<file path="config.mk">
export PLATFORM = sky130hd
export DESIGN_NAME = new_game_text_renderer
export DESIGN_NICKNAME = d
export VERILOG_FILES = /design/src/rtl/new_game_text_renderer.sv
export SDC_FILE = /design/constraint.sdc
export NUM_CORES = 1
export LEC_CHECK = 0
export ABC_CLOCK_PERIOD_IN_PS = 6040
export CAP_MARGIN = 20
export CORE_AREA = 3 3 165 167
export DETAILED_ROUTE_END_ITERATION = 6
export DIE_AREA = 0 0 168 170
export PLACE_DENSITY_LB_ADDON = 0.3
export SKIP_LAST_GASP = 1
export SYNTH_ARGS = -nofsm -noshare
export SYNTH_HDL_FRONTEND = slang
export SYNTH_SLANG_ARGS = --single-unit
</file>
<file path="constraint.sdc">
create_clock -name clock_25_i -period 6.04 [get_ports clock_25_i]
set_input_delay 1.208 -clock clock_25_i [delete_from_list [all_inputs] [get_ports clock_25_i]]
set_output_delay 1.208 -clock clock_25_i [all_outputs]
set_load 0.02 [all_outputs]
</file>
<file path="src/rtl/new_game_text_renderer.sv">
// new_game_text_renderer: maps VGA pixels onto 8 glyph slots, reads the 20x20 letter ROM
// and emits a 3-clock-latency pixel_on with per-slot frame-counted blinking.
module new_game_text_renderer #(
    parameter int          TEXT_X0      = 220,
    parameter int          TEXT_Y0      = 230,
    parameter int          PITCH        = 24,
    parameter int          NUM_LETTERS  = 8,
    parameter int          BLINK_FRAMES = 30,
    parameter logic [7:0]  BLINK_MASK   = 8'b11110000
) (
    input  logic         clock_25_i,
    input  logic         reset_i,
    input  logic         enable_i,
    input  logic [9:0]   pixel_x_i,
    input  logic [9:0]   pixel_y_i,
    input  logic         frame_tick_i,
    output logic [3:0]   selected_letter_o,
    input  logic [399:0] letter_count_i,
    output logic         pixel_on_o
);
    typedef enum logic {SHOW, HIDE} state_t;
    localparam logic [9:0] SPAN = 10'(NUM_LETTERS * PITCH);
    localparam logic [7:0] LAST = 8'(BLINK_FRAMES - 1);
    logic [9:0] dx, dy, base;
    logic [2:0] slot;
    logic [4:0] col_d, row_d, row1_q, col1_q, row2_q, col2_q;
    logic       in_box, hit_d, hit1_q, hit2_q, blink1_q, blink2_q;
    logic [8:0] pos;
    logic       pixel_on_d;
    state_t     state_q, state_d;
    logic [7:0] cnt_q, cnt_d;
    // Slot select by comparison chain so no divider is inferred.
    always_comb begin
        dx = pixel_x_i - 10'(TEXT_X0);
        dy = pixel_y_i - 10'(TEXT_Y0);
        slot = '0;
        base = '0;
        for (int k = 1; k < NUM_LETTERS; k++)
            if (dx >= 10'(k * PITCH)) begin
                slot = 3'(k);
                base = 10'(k * PITCH);
            end
        col_d = 5'(dx - base);
        row_d = dy[4:0];
        in_box = pixel_x_i >= 10'(TEXT_X0) && pixel_y_i >= 10'(TEXT_Y0) && dx < SPAN && dy < 10'd20;
        hit_d = enable_i && in_box && col_d < 5'd20;
    end
    // Row-major bitmap, MSB at top-left; only meaningful while hit2_q is set.
    always_comb begin
        pos = 9'd399 - (9'(row2_q) * 9'd20 + 9'(col2_q));
        pixel_on_d = hit2_q && letter_count_i[pos] && !(blink2_q && state_q == HIDE);
    end
    always_comb begin
        state_d = state_q;
        cnt_d = cnt_q;
        if (!enable_i) begin
            state_d = SHOW;
            cnt_d = '0;
        end else if (frame_tick_i) begin
            cnt_d = (cnt_q == LAST) ? 8'd0 : cnt_q + 8'd1;
            state_d = (cnt_q == LAST) ? ((state_q == SHOW) ? HIDE : SHOW) : state_q;
        end
    end
    always_ff @(posedge clock_25_i or posedge reset_i) begin
        if (reset_i) begin
            selected_letter_o <= '0;
            row1_q <= '0;
            col1_q <= '0;
            hit1_q <= 1'b0;
            blink1_q <= 1'b0;
            row2_q <= '0;
            col2_q <= '0;
            hit2_q <= 1'b0;
            blink2_q <= 1'b0;
            pixel_on_o <= 1'b0;
            state_q <= SHOW;
            cnt_q <= '0;
        end else begin
            if (in_box) selected_letter_o <= {1'b0, slot};
            row1_q <= row_d;
            col1_q <= col_d;
            hit1_q <= hit_d;
            blink1_q <= BLINK_MASK[slot];
            row2_q <= row1_q;
            col2_q <= col1_q;
            hit2_q <= hit1_q;
            blink2_q <= blink1_q;
            pixel_on_o <= pixel_on_d;
            state_q <= state_d;
            cnt_q <= cnt_d;
        end
    end
endmodule

</file>
==> reports/results.txt <==
Core region area: 25900 sq um
LEAKAGE: 4.04 nW
Sequential area share after synthesis: 0.161
Max VDD drop: 142 uV
WP data required: 6200 ps
Global-route wire length before repair: 44500 microns
Fmax: 218 MHz
P per Cell Area: 163 nW/um^2
Post-CTS Setup Inserts: 0
Main synth FF type: dfrtp_1
Synth area leader: mux4_2
Synth area leaders: mux4_2 (25%), dfrtp_1 (16%), mux2i_1 (14%), ha_1 (4.8%), a22oi_1 (3.8%)
Rows: 59
Clock Path Buffers: 2
Met3 GRT Util: 0.0423
Hold buffers post-CTS: 0
Clk_lat worst skew: 280 ps
# Max-Cap Violations: 0
Met2 Use GR: 0.366
Nets@finish: 1395
FF/Latch Area: 931 sq um
Average wire per cell in the routed design: 23.8 microns
Vias in the first global route: 6919
Tot GR Track Use: 0.204
First drt pass iteration count: 5
Slew headroom: 0.379
Port buffer count: 427
Least-Margin Pin Slew: 930 ps
Setup Viol. Count Final: 0
Hold WC Path Type: reg -> reg
Net Count, Synth: 1001
IO Count: 429
Area of the multi-input gates: 4460 sq um
Top-count cell post-synth: mux2i_1
Gr busiest metal: met2
Vias: 6591
RSZ-0062 raised after global routing: no
Clock root buffer master: clkbuf_16
Post-synth EDFFs: 0
Routed WL: 30600 microns
Ys Warns: 0
CTS tree: built
Fill cells: 2513
Synth Instances: 554
Clk_skew: 10.8 ps
Syn Area/Cell: 10.4 sq um
Post-Syn Area: 5760 sq um
Crit end category: flop
CP Launch Type: flop
Status: complete, no violations
Die Ht: 170 microns
Initial antenna violation count: 3
Number of gates resized after cts: 0
GPL Wtd Cong: 0.907
Die extent in x: 168 microns
FF+latch count, synth: 37
Max-slew violations: 0
Met1 Usage GRT: 0.265
Die area: 28600 sq um
Clk sinks: 37
Final Total Pwr: 0.00170 W
Area added between synthesis and finish: 80.5%
DR iter-0 viols: 419
Layout cells sized above 1: 0.0991
Initial core utilization: 0.222
DR vias/cell: 5.13
Final period util: 0.760
Routed Antenna Nets: 0
Minimum clock period: 4590 ps
CP Class: reg -> reg
CP max FO: 28
Drc violations: 0
Ys async rst share: 1.00
Synth top area share: 0.254
Clock slew at reported path FFs: 60 ps
Library cells used by synthesis: 76
Final Hold Fails: 0
Total gr overflow: 0
Setup TNS: 0 ps
H-tree depth: 2
Data arrival time of the worst path: 4750 ps
Hpwl dp: 26400 microns
Antenna Cells: 0
Top cells by instance count after synthesis: mux2i_1 (82), mux4_2 (65), dfrtp_1 (37)
CTS Buf Count: 5
Largest net degree at the start of global routing: 87
==> registers in the layout, summed over array words and instances, names as in the netlist <==
register,flops
cnt_q,8
selected_letter_o,3
state_q,1
hit2_q,1
pixel_on_o,1
col1_q,5
col2_q,5
row2_q,5
hit1_q,1
row1_q,5
blink1_q,1
blink2_q,1
==> through the flow <==
step                worst slack, ps  cell area, sq um  utilization  instances  hold WS [ps]
global route                   1180             10400        0.401       1284           353
floorplan                      2360              5760            -        554           331
CTS                            1410             10400        0.401       1284           341
detailed placement             1430             10200        0.395       1276           336
global placement               1570             10200        0.395       1276           332
finish                         1450             10400        0.401       1284           337
==> area by class of cell <==
| type | count | share of cell area |
|---|---|---|
| Multi-Input combinational cell | 449 | 0.429 |
| Timing Repair Buffer | 433 | 0.417 |
| Sequential cell | 37 | 0.0896 |
| Tap cell | 335 | 0.0403 |
| Clock buffer | 6 | 0.0124 |
| Inverter | 22 | 0.00795 |
| Clock inverter | 2 | 0.00373 |
==> layer usage <==
metal,vias up,wire [microns],part of all wire
li1,3037,-,-
met4,6,194,0.0063
met5,-,50,0.0016
met3,16,2380,0.078
met1,3203,13000,0.42
met2,329,15000,0.49
==> cell usage in the layout (no fill, tap or decap), types with 3 or more instances in the layout <==
cell type and n:
o211ai_1 10, o21ai_0 18, xnor2_1 11, nand4_1 5, a21o_1 4, a22oi_1 29, inv_1 21, a221oi_1 6
xor2_1 8, mux2_2 3, mux4_2 65, clkbuf_16 5, a222oi_1 4, clkdlybuf4s50_1 427, nand2b_1 3, a31oi_1 3
buf_4 5, nor2b_1 5, ha_1 21, and3_1 7, nand2_1 25, nand3_1 18, a311o_1 3, nor4_1 3
a21oi_1 15, mux2i_1 82, o21ai_1 8, dfrtp_1 35, nor2_1 19, nor3_1 7, and2_1 5, a311oi_1 4
a211oi_1 6
==> path summary, 6_finish.rpt <==
kind                            from    endpoint  slack (ps)  depth (start not counted)
setup / recovery           col2_q[1]  pixel_on_o        1450                         10
hold / removal                hit1_q      hit2_q         340                          0
setup reg to reg           col2_q[1]  pixel_on_o        1450                         10
hold reg to reg               hit1_q      hit2_q         340                          0
max in group asynchronous    reset_i   col2_q[0]        4300                          3
min in group asynchronous    reset_i    cnt_q[4]        1340                          3
==> power breakdown <==
group	internal [W]	leakage [nW]	total, W	switching (W)
registers	0.000267	0.457	0.000287	0.0000202
logic	0.000589	3.50	0.00112	0.000527
clock network	0.000196	0.0810	0.000296	0.000100
total	0.00105	4.04	0.00170	0.000647
==> worst max-delay path: stages, from the launching register on <==
cell and delay [ps]:
dfrtp_2 820, inv_1 330, ha_2 300, o21ai_1 530, nand2_1 740, mux4_2 710, nor2_1 110, a311oi_1 80
a311o_1 360, and3_1 180, o311a_1 310
==> cell families after synthesis <==
| logic type | count (synthesis) | synth area share |
|---|---|---|
| adder cells (fa/ha/maj) | 23 | 0.0513 |
| buffers and inverters | 68 | 0.0674 |
| AO/OA/AOI/OAI | 142 | 0.181 |
| multiplexers | 152 | 0.409 |
| other | 1 | 0.000652 |
| XOR/XNOR | 20 | 0.0304 |
| AND/OR/NAND/NOR | 111 | 0.0991 |
| flip-flops | 37 | 0.161 |
Power figures use the tool's default switching activity.
